### src/rtl/pipe_link_if.sv
// Handshake bundle between two pipeline stages: producer side (in_*) and consumer side (out_*).
// A beat transfers on a side in any cycle where its valid and ready are both high; valid never waits on ready.
interface pipe_link_if #(
    parameter int WIDTH = 32
);
    logic             in_valid;
    logic             in_ready;
    logic [WIDTH-1:0] in_data;
    logic             out_valid;
    logic             out_ready;
    logic [WIDTH-1:0] out_data;

    // master: the environment driving the producer side and consuming the output
    modport master (
        output in_valid, in_data, out_ready,
        input  in_ready, out_valid, out_data
    );

    // slave: the buffer itself
    modport slave (
        input  in_valid, in_data, out_ready,
        output in_ready, out_valid, out_data
    );
endinterface

### src/rtl/pipe_link.sv
// Inter-stage circular buffer with registered back-pressure, optional empty-buffer
// fall-through and a synchronous flush for redirects.
module pipe_link #(
    parameter int WIDTH       = 32,
    parameter int DEPTH       = 2,
    parameter int FALLTHROUGH = 0,
    parameter int CW          = $clog2(DEPTH + 1)
) (
    input  logic          clk,
    input  logic          rst_n,
    input  logic          flush_i,
    pipe_link_if.slave    link,
    output logic [CW-1:0] count
);
    localparam int PW = (DEPTH > 1) ? $clog2(DEPTH) : 1;

    logic [WIDTH-1:0] mem [DEPTH];
    logic [PW-1:0]    rd_ptr;
    logic [PW-1:0]    wr_ptr;
    logic [CW-1:0]    cnt;
    logic [CW-1:0]    cnt_nxt;

    logic empty;
    logic full;
    logic bypass_path;
    logic push;
    logic pop;
    logic bypass;
    logic write_en;
    logic read_adv;

    // Explicit wrap: DEPTH need not be a power of two.
    function automatic logic [PW-1:0] ptr_inc(input logic [PW-1:0] p);
        return (p == PW'(DEPTH - 1)) ? '0 : p + 1'b1;
    endfunction

    always_comb begin
        empty       = (cnt == '0);
        full        = (cnt == CW'(DEPTH));
        bypass_path = (FALLTHROUGH != 0) && empty;

        // Ready depends only on local state, flush and reset, never on out_ready.
        link.in_ready  = rst_n & ~flush_i & ~full;
        link.out_valid = rst_n & ~flush_i & (bypass_path ? link.in_valid : ~empty);
        link.out_data  = (bypass_path && rst_n) ? link.in_data : mem[rd_ptr];

        push     = link.in_valid & link.in_ready;
        pop      = link.out_valid & link.out_ready;
        bypass   = bypass_path & push & pop;
        write_en = push & ~bypass;
        read_adv = pop & ~bypass;

        cnt_nxt = cnt;
        case ({write_en, read_adv})
            2'b10:   cnt_nxt = cnt + 1'b1;
            2'b01:   cnt_nxt = cnt - 1'b1;
            default: cnt_nxt = cnt;
        endcase
    end

    always_ff @(posedge clk or negedge rst_n) begin
        if (!rst_n) begin
            cnt    <= '0;
            rd_ptr <= '0;
            wr_ptr <= '0;
            for (int i = 0; i < DEPTH; i++) begin
                mem[i] <= '0;
            end
        end else if (flush_i) begin
            // Storage is left as is; only the bookkeeping is discarded.
            cnt    <= '0;
            rd_ptr <= '0;
            wr_ptr <= '0;
        end else begin
            cnt <= cnt_nxt;
            if (write_en) begin
                mem[wr_ptr] <= link.in_data;
                wr_ptr      <= ptr_inc(wr_ptr);
            end
            if (read_adv) begin
                rd_ptr <= ptr_inc(rd_ptr);
            end
        end
    end

    assign count = cnt;

    cnt_in_range: assert property (@(posedge clk) disable iff (!rst_n) cnt <= CW'(DEPTH));

endmodule

### src/flat_wrapper.sv
// flat-port wrapper written by rule: the top's interface ports become plain ports
module pipe_link_flat 
#(
    parameter int WIDTH       = 32,
    parameter int DEPTH       = 2,
    parameter int FALLTHROUGH = 0,
    parameter int CW          = $clog2(DEPTH + 1)
)
  (clk, rst_n, flush_i, count, link_in_valid, link_in_data, link_out_ready, link_in_ready, link_out_valid, link_out_data);
  pipe_link_if #(.WIDTH(WIDTH)) link_i ();
  input  logic clk;
  input  logic rst_n;
  input  logic flush_i;
  output logic [CW-1:0] count;
  input wire logic [$bits(link_i.in_valid)-1:0] link_in_valid;
  input wire logic [$bits(link_i.in_data)-1:0] link_in_data;
  input wire logic [$bits(link_i.out_ready)-1:0] link_out_ready;
  output wire logic [$bits(link_i.in_ready)-1:0] link_in_ready;
  output wire logic [$bits(link_i.out_valid)-1:0] link_out_valid;
  output wire logic [$bits(link_i.out_data)-1:0] link_out_data;
  assign link_i.in_valid = link_in_valid;
  assign link_i.in_data = link_in_data;
  assign link_i.out_ready = link_out_ready;
  assign link_in_ready = link_i.in_ready;
  assign link_out_valid = link_i.out_valid;
  assign link_out_data = link_i.out_data;
  pipe_link #(.WIDTH(WIDTH), .DEPTH(DEPTH), .FALLTHROUGH(FALLTHROUGH), .CW(CW)) u_core (.clk(clk), .rst_n(rst_n), .flush_i(flush_i), .link(link_i), .count(count));
endmodule
### config.mk
export PLATFORM = sky130hd
export DESIGN_NAME = pipe_link_flat
export DESIGN_NICKNAME = d
export VERILOG_FILES = /design/src/rtl/pipe_link_if.sv /design/src/rtl/pipe_link.sv /design/src/flat_wrapper.sv
export SDC_FILE = /design/constraint.sdc
export NUM_CORES = 1
export LEC_CHECK = 0
export BUFFER_PORTS_ARGS = -buffer_cell sky130_fd_sc_hd__buf_2
export CAP_MARGIN = 20
export CORE_AREA = 3 3 93 95
export CTS_CLUSTER_DIAMETER = 60
export DETAILED_ROUTE_END_ITERATION = 8
export DIE_AREA = 0 0 96 98
export GPL_ROUTABILITY_DRIVEN = 0
export SLEW_MARGIN = 20
export SYNTH_ARGS = -nofsm -noshare
export SYNTH_HDL_FRONTEND = slang
export SYNTH_SLANG_ARGS = --single-unit
### constraint.sdc
create_clock -name clk -period 2.2 [get_ports clk]
set_input_delay 0.22 -clock clk [delete_from_list [all_inputs] [get_ports clk]]
set_output_delay 0.22 -clock clk [all_outputs]
set_load 0.01 [all_outputs]
==> run summary, run 1 <==
Fin crit share: 82.3%
# clock sinks: 68
Worst Path Arrival: 2020 ps
Clock buffers created by TritonCTS: 9
Die area: 9410 um^2
Power Internal: 2.84 mW
Netlist cell types: 25
Skew-Pair Late Insertion Delay: 330 ps
Residual DRC: 0
Vias in the first global route: 1998
Footprint of the multi-input gates: 1270 um^2
Required time of the critical path: 2410 ps
CP Launch Point: rst_n
PortBufs: 72
Slew margin rel.: 48.4%
Share of cells above drive strength 1: 67.2%
Hold Crit Class: in2reg
Register area: 1700 um^2
CP Launch Type: input pin
Crit Path Class: in2reg
Leak pwr: 1.76 nW
NetSw: 0.907 mW
Crit-path max FO: 11
DR pass1 iterations: 4
Vias: 1907
Starting Density: 39.2%
Fmax: 0.553 GHz
Fin. max-slew vios: 0
Post-layout min period: 1810 ps
Chip Height: 98 um
Area grow syn2layout: 24.3%
Warnings from Yosys: 0
Hold Crit Start: flush_i
Total of max-cap violations: 0
Core box area: 7810 um^2
EDFF count, synth: 0
Post-detail-place hpwl: 4100 um
Clk buf depth: 2
Iteration-0 DRC Markers: 52
Via/cell ratio: 4.86
Sequential fraction of the synthesis area: 55.6%
Post-CTS sizing: 0
Initial antenna violation count: 0
RR Startpoint: u_core.count[0]
Clock skew: 9.27 ps
Levels on crit path: 6
Post-Syn Area: 3060 um^2
NumNets Final: 322
Post-synth ARST share: 100%
Crit-path max cell delay: 550 ps
Status: finished, final reports clean
Crit end category: flop
Synth Instances: 202
Mean post-synth cell area: 15.2 um^2
# fillers: 743
IR Drop Worst-Case VDD: 451 uV
TritonCTS clock tree: built
Power Density: 983 nW/um^2
# IOs: 73
CTS H-Tree Depth: 3
Largest net degree at the start of global routing: 62
Final WS setup: 390 ps
Root buffer cell: clkbuf_8
Pre-CTS setup slack: 428 ps
GRT Total Usage: 13.7%
Part of the power in the clock network: 33.9%
Reg power frac: 45.0%
CP Buf/Inv Count: 3
Flops & latches, synth: 68
Crit-path cells: dlygate4sd3_1, buf_2, nand2b_4, nor3_4, buf_4, mux2_2
Power share of the combinational group: 21.1%
Sw frac: 24.2%
Die X: 96 um
Hold path depth: 2
Syn_nets: 239
Routed Antenna Nets: 0
Synth Flop Type: dfrtp_1
Final setup vio count: 0
CP delay by family, top: buffers and inverters
GR Overflow Total: 0
Worst-margin pin slew: 773 ps
CP max stage cell: dlygate4sd3_1
RSZ-0062 raised after global routing: false
Final Hold Vio Count: 0
Routed WL per cell: 15.1 um
Clock transition at path regs: 80 ps
# rows: 32
First-pass GRT wire length: 10000 um
ANT cells: 0
Sum Neg Setup Slack: 0 ps
WL final: 5930 um
R2r worst-path depth: 4
[cells in the final DEF (no fill, tap or decap), types with 2 or more instances in the layout]
| cell | count |
|---|---|
| o21ai_0 | 3 |
| a21oi_1 | 4 |
| o311ai_0 | 2 |
| buf_2 | 72 |
| clkbuf_8 | 11 |
| mux2_1 | 4 |
| inv_1 | 3 |
| buf_4 | 9 |
| nand2_1 | 2 |
| bufinv_16 | 3 |
| dfrtp_1 | 68 |
| mux2_2 | 91 |
| nor2_1 | 3 |
[power by group through the flow]
stage / Sequential (mW) / Clock [mW] / Combinational (mW)
floorplan: 1.67 / 0 / 0.547
global placement: 1.70 / 0 / 0.791
detailed placement: 1.71 / 0 / 0.805
CTS: 1.69 / 1.31 / 0.811
global route: 1.72 / 1.36 / 0.873
finish: 1.68 / 1.27 / 0.791
[sequential cells by signal, summed over array words and instances, names as in the netlist]
name,flops
u_core.count,2
u_core.rd_ptr,1
u_core.wr_ptr,1
u_core.mem,64
[final timing paths]
kind                                   end  slack (ps)
setup / recovery             u_core.mem[1]         390
hold / removal             u_core.count[0]         100
setup reg to reg             u_core.mem[1]         430
hold reg to reg             u_core.mem[53]         480
max in group asynchronous   u_core.mem[37]         770
min in group asynchronous  u_core.count[0]         440
[worst reg2reg max path: cells and delay by family (launching register included)]
family                 cells  cell delay [ps]
muxes                      1              360
and+or+nand+nor            2              590
buffers and inverters      1              280
DFF                        1              430
[cell type report]
type                    count  share of cell area [%]
clock buffers              12                    4.08
repair buffers             82                    11.5
clock inverters             4                    2.50
well taps                 102                    3.35
flip-flops and latches     68                    44.7
multi-input cells         120                    33.5
inverters                   4                   0.394
[synthesized netlist by cell type, types with 2 or more instances]
master / n / area share [%]
nand2_1: 2 / 0.25
mux2_2: 91 / 33
dfrtp_1: 68 / 56
a21oi_1: 4 / 0.65
buf_4: 3 / 0.74
o21ai_0: 3 / 0.49
buf_1: 3 / 0.37
o311ai_0: 2 / 0.57
nor2_1: 3 / 0.37
inv_1: 3 / 0.37
mux2_1: 4 / 1.5
buf_6: 3 / 1.1
[logic make-up (layout without fill, tap and decap cells)]
group	Yosys count	after routing	synth area share, %
buffers and inverters	14	102	2.82
and+or+nand+nor	13	13	3.92
muxes	96	96	35.4
DFF	68	68	55.6
AOI/OAI and AO/OA	11	11	2.25
[metrics by stage]
step                hold slack (ps)  util, %  std cells  cell area (um^2)  power [mW]
CTS                            71.2     48.8        392              3810        3.81
global placement                214     45.4        375              3550        2.49
detailed placement              210     45.4        375              3550        2.51
floorplan                     -75.6        -        202              3060        2.21
global route                   88.1     48.8        392              3810        3.96
finish                         97.7     48.8        392              3810        3.74
[metal layers]
| metal | up-vias | track usage (%) | part of all wire [%] |
|---|---|---|---|
| li1 | 896 | - | - |
| met1 | 961 | 18.4 | 45 |
| met2 | 43 | 21.0 | 49 |
| met3 | 7 | 3.54 | 4.5 |
| met4 | 0 | 5.58 | 1.3 |
| met5 | - | 0 | 0 |
[what timing repair did]
action	4_1_cts	5_1_grt
endpoints found under the hold margin	7	0
hold buffers	1	0
buffers inserted	0	0
(Power assumes the default switching activity.)
==> inputs of run 2 (changes only) <==
- ABC_AREA: default -> 1
- CORE_AREA: 3 3 93 95 -> 3 3 94 96
- DIE_AREA: 0 0 96 98 -> 0 0 97 99
- clock period: 2.2 -> 1.76 ns (I/O delays scaled with it)
==> run summary, run 2 <==
Fin crit share: 91.2%
Leak pwr: 2.17 nW (was 1.76 nW)
CTS H-Tree Depth: 3 (unchanged)
Power Internal: 3.85 mW (was 2.84 mW)
DR pass1 iterations: 5 (was 4)
Most common cell in the netlist: nand2_1 (was mux2_2)
GR Overflow Total: 0 (unchanged)
Required time of the critical path: 1580 ps (was 2410 ps)
Clock skew: 8.64 ps (was 9.27 ps)
Flops & latches, synth: 68 (unchanged)
Number of flip-flops in the largest register: 64 (unchanged)
PortBufs: 72 (unchanged)
Iteration-0 DRC Markers: 191 (was 52)
Synth area leaders: dfrtp_1 54%, nand2_1 21%, o21ai_2 6.4% (was dfrtp_1 56%, mux2_2 33%, mux2_1 1.5%)
Most flops, register: u_core.mem (unchanged)
Post-layout min period: 1610 ps
ANT cells: 0 (unchanged)
Status: finished, final reports clean (unchanged)
Warnings from Yosys: 0 (unchanged)
Area grow syn2layout: 22.2% (was 24.3%)
Root buffer cell: clkbuf_8 (unchanged)
Final Hold Vio Count: 0 (unchanged)
Power share of the combinational group: 29.3% (was 21.1%)
Crit end category: output port (was flop)
Syn_nets: 419 (was 239)
Routed WL per cell: 11.9 um (was 15.1 um)
Netlist cell types: 20 (was 25)
# IOs: 73 (unchanged)
NumNets Final: 490 (was 322)
Footprint of the multi-input gates: 1160 um^2 (was 1270 um^2)
Mean post-synth cell area: 8.22 um^2 (was 15.2 um^2)
Synth Area in Simple Gates: 23.6% (was 3.92%)
Final WS setup: 154 ps (was 390 ps)
TritonCTS clock tree: built (unchanged)
CTS Hold Buffers Added: 0 (was 1)
# rows: 33 (was 32)
Residual DRC: 0 (unchanged)
Most frequent cells in the layout: 173 x nand2_1, 72 x buf_2, 68 x dfrtp_1 (was 91 x mux2_2, 72 x buf_2, 68 x dfrtp_1)
Largest net degree at the start of global routing: 69 (was 62)
Post-Syn Area: 3140 um^2 (was 3060 um^2)
NetSw: 1.87 mW (was 0.907 mW)
Synth cell count leaders: 173 x nand2_1, 68 x dfrtp_1, 40 x inv_1 (was 91 x mux2_2, 68 x dfrtp_1, 4 x a21oi_1, 4 x mux2_1)
# fillers: 796 (was 743)
WL final: 6680 um (was 5930 um)
Clock transition at path regs: 70 ps (was 80 ps)
Top cell type's share of synthesized area: 54.2% (was 55.6%)
Worst Path Arrival: 1430 ps (was 2020 ps)
Sw frac: 32.7% (was 24.2%)
Vias: 2510 (was 1907)
Adder-Cell Fraction of Synth Area: 0% (unchanged)
Die X: 97 um (was 96 um)
Post-synth ARST share: 100% (unchanged)
Postcts setup bufs: 0 (unchanged)
Clock buffers created by TritonCTS: 9 (unchanged)
GRT Total Usage: 15.0% (was 13.7%)
Via/cell ratio: 4.47 (was 4.86)
Die area: 9600 um^2 (was 9410 um^2)
Power Density: 1490 nW/um^2 (was 983 nW/um^2)
Synth Flop Type: dfrtp_1 (unchanged)
Post-detail-place hpwl: 4500 um (was 4100 um)
# clock sinks: 68 (unchanged)
Crit Path Class: reg2out (was in2reg)
Mux share of post-synthesis cell area: 0% (was 35.4%)
RSZ-0062 raised after global routing: false (unchanged)
Commonest non-fill, non-tap cell in the layout: nand2_1 (was mux2_2)
Initial antenna violation count: 0 (unchanged)
Routed Antenna Nets: 0 (unchanged)
Clk buf depth: 2 (unchanged)
Part of the power in the clock network: 26.6% (was 33.9%)
Post-synthesis compound-gate area fraction: 13.3% (was 2.25%)
Slew margin rel.: 42.8% (was 48.4%)
Core box area: 8130 um^2 (was 7810 um^2)
Total of max-cap violations: 0 (unchanged)
Share of cells above drive strength 1: 27.4% (was 67.2%)
Hold Crit Class: in2async (was in2reg)
First-pass GRT wire length: 11600 um (was 10000 um)
CP Launch Type: flop (was input pin)
EDFF count, synth: 0 (unchanged)
Reg power frac: 44.1% (was 45.0%)
Largest family of logic cells by synthesized area: simple AND/OR/NAND/NOR gates (was multiplexers)
IR Drop Worst-Case VDD: 543 uV (was 451 uV)
Worst-margin pin slew: 858 ps (was 773 ps)
Sum Neg Setup Slack: 0 ps (unchanged)
Register area: 1700 um^2 (unchanged)
Post-Synth XOR/XNOR Area: 0% (unchanged)
Skew-Pair Late Insertion Delay: 340 ps (was 330 ps)
Sequential fraction of the synthesis area: 54.2% (was 55.6%)
Final setup vio count: 0 (unchanged)
Post-synth top area cell: dfrtp_1 (unchanged)
Crit-path max FO: 32 (was 11)
Fmax: 0.623 GHz
Chip Height: 99 um (was 98 um)
Vias in the first global route: 2555 (was 1998)
Fin. max-slew vios: 0 (unchanged)
Starting Density: 38.6% (was 39.2%)
Synth Instances: 382 (was 202)
Pre-CTS setup slack: 325 ps (was 428 ps)
-- run 2: changes by cell type after synthesis, sizes merged, moves of 5 or more --
cell,before,now
mux2,96,0
nand3,0,5
clkbuf,1,13
nand2,2,175
o21ai,3,65
inv,4,41
-- run 2: timing repair --
| action | 4_1_cts | 5_1_grt |
|---|---|---|
| gates resized for setup | 0 | 1 |
| endpoints found under the setup margin | 0 | 2 |
| endpoints found under the hold margin | 0 | 0 |
-- run 2: power groups by stage --
stage / clock network, mW / registers (mW) / logic (mW)
after global placement: 0 / 2.52 / 1.67
after detailed placement: 0 / 2.54 / 1.71
after global routing: 1.65 / 2.60 / 1.94
final: 1.52 / 2.52 / 1.68
after CTS: 1.57 / 2.52 / 1.72
after floorplan: 0 / 2.47 / 1.15
-- run 2: cells by family after synthesis --
kind of cell           count (synthesis)
AO/OA/AOI/OAI                         66
buffers and inverters                 62
flip-flops                            68
AND/OR/NAND/NOR                      186
-- run 2: cell type report --
class                      count  area share [%]
sequential                    68            44.4
multi-input combinational    252            30.2
timing repair buffer          80            11.6
inverter                      42            4.21
tap                          105            3.42
clock buffer                   9            3.23
clock inverter                 6            2.97
-- run 2: routing by layer --
metal / global-route usage [%] / share of wire, % / vias to the layer above
met5: 0 / 0 / -
met4: 5.83 / 1.0 / 0
met3: 3.04 / 4.3 / 6
met2: 24.7 / 48 / 60
met1: 19.5 / 46 / 1133
li1: - / - / 1311
-- run 2: critical path: stages, from the launching register on --
cell and delay, ps:
dfrtp_1 390, buf_4 380, nand2_1 90, nand2_1 110, buf_2 130
-- run 2: stage by stage --
stage	total power, mW	hold slack (ps)	instance area, um^2	cells	utilization (%)
after floorplan	3.63	-120	3140	382	-
after global placement	4.19	443	3590	547	44.2
after detailed placement	4.26	442	3590	547	44.2
after CTS	5.81	70.6	3830	562	47.1
after global routing	6.19	89.9	3840	562	47.2
final	5.72	64.0	3840	562	47.2
-- run 2: path summary, 6_finish.rpt --
kind                       cells past startpoint  slack, ps           endpoint       startpoint
max                                            4        150  link_out_data[29]    u_core.rd_ptr
min                                            2         60     u_core.mem[38]            rst_n
max reg2reg                                    7        300     u_core.mem[55]  u_core.count[0]
min reg2reg                                    2        480     u_core.mem[34]   u_core.mem[34]
max in group asynchronous                      2       1120     u_core.mem[54]            rst_n
min in group clk                               3         90     u_core.mem[36]  link_in_data[4]
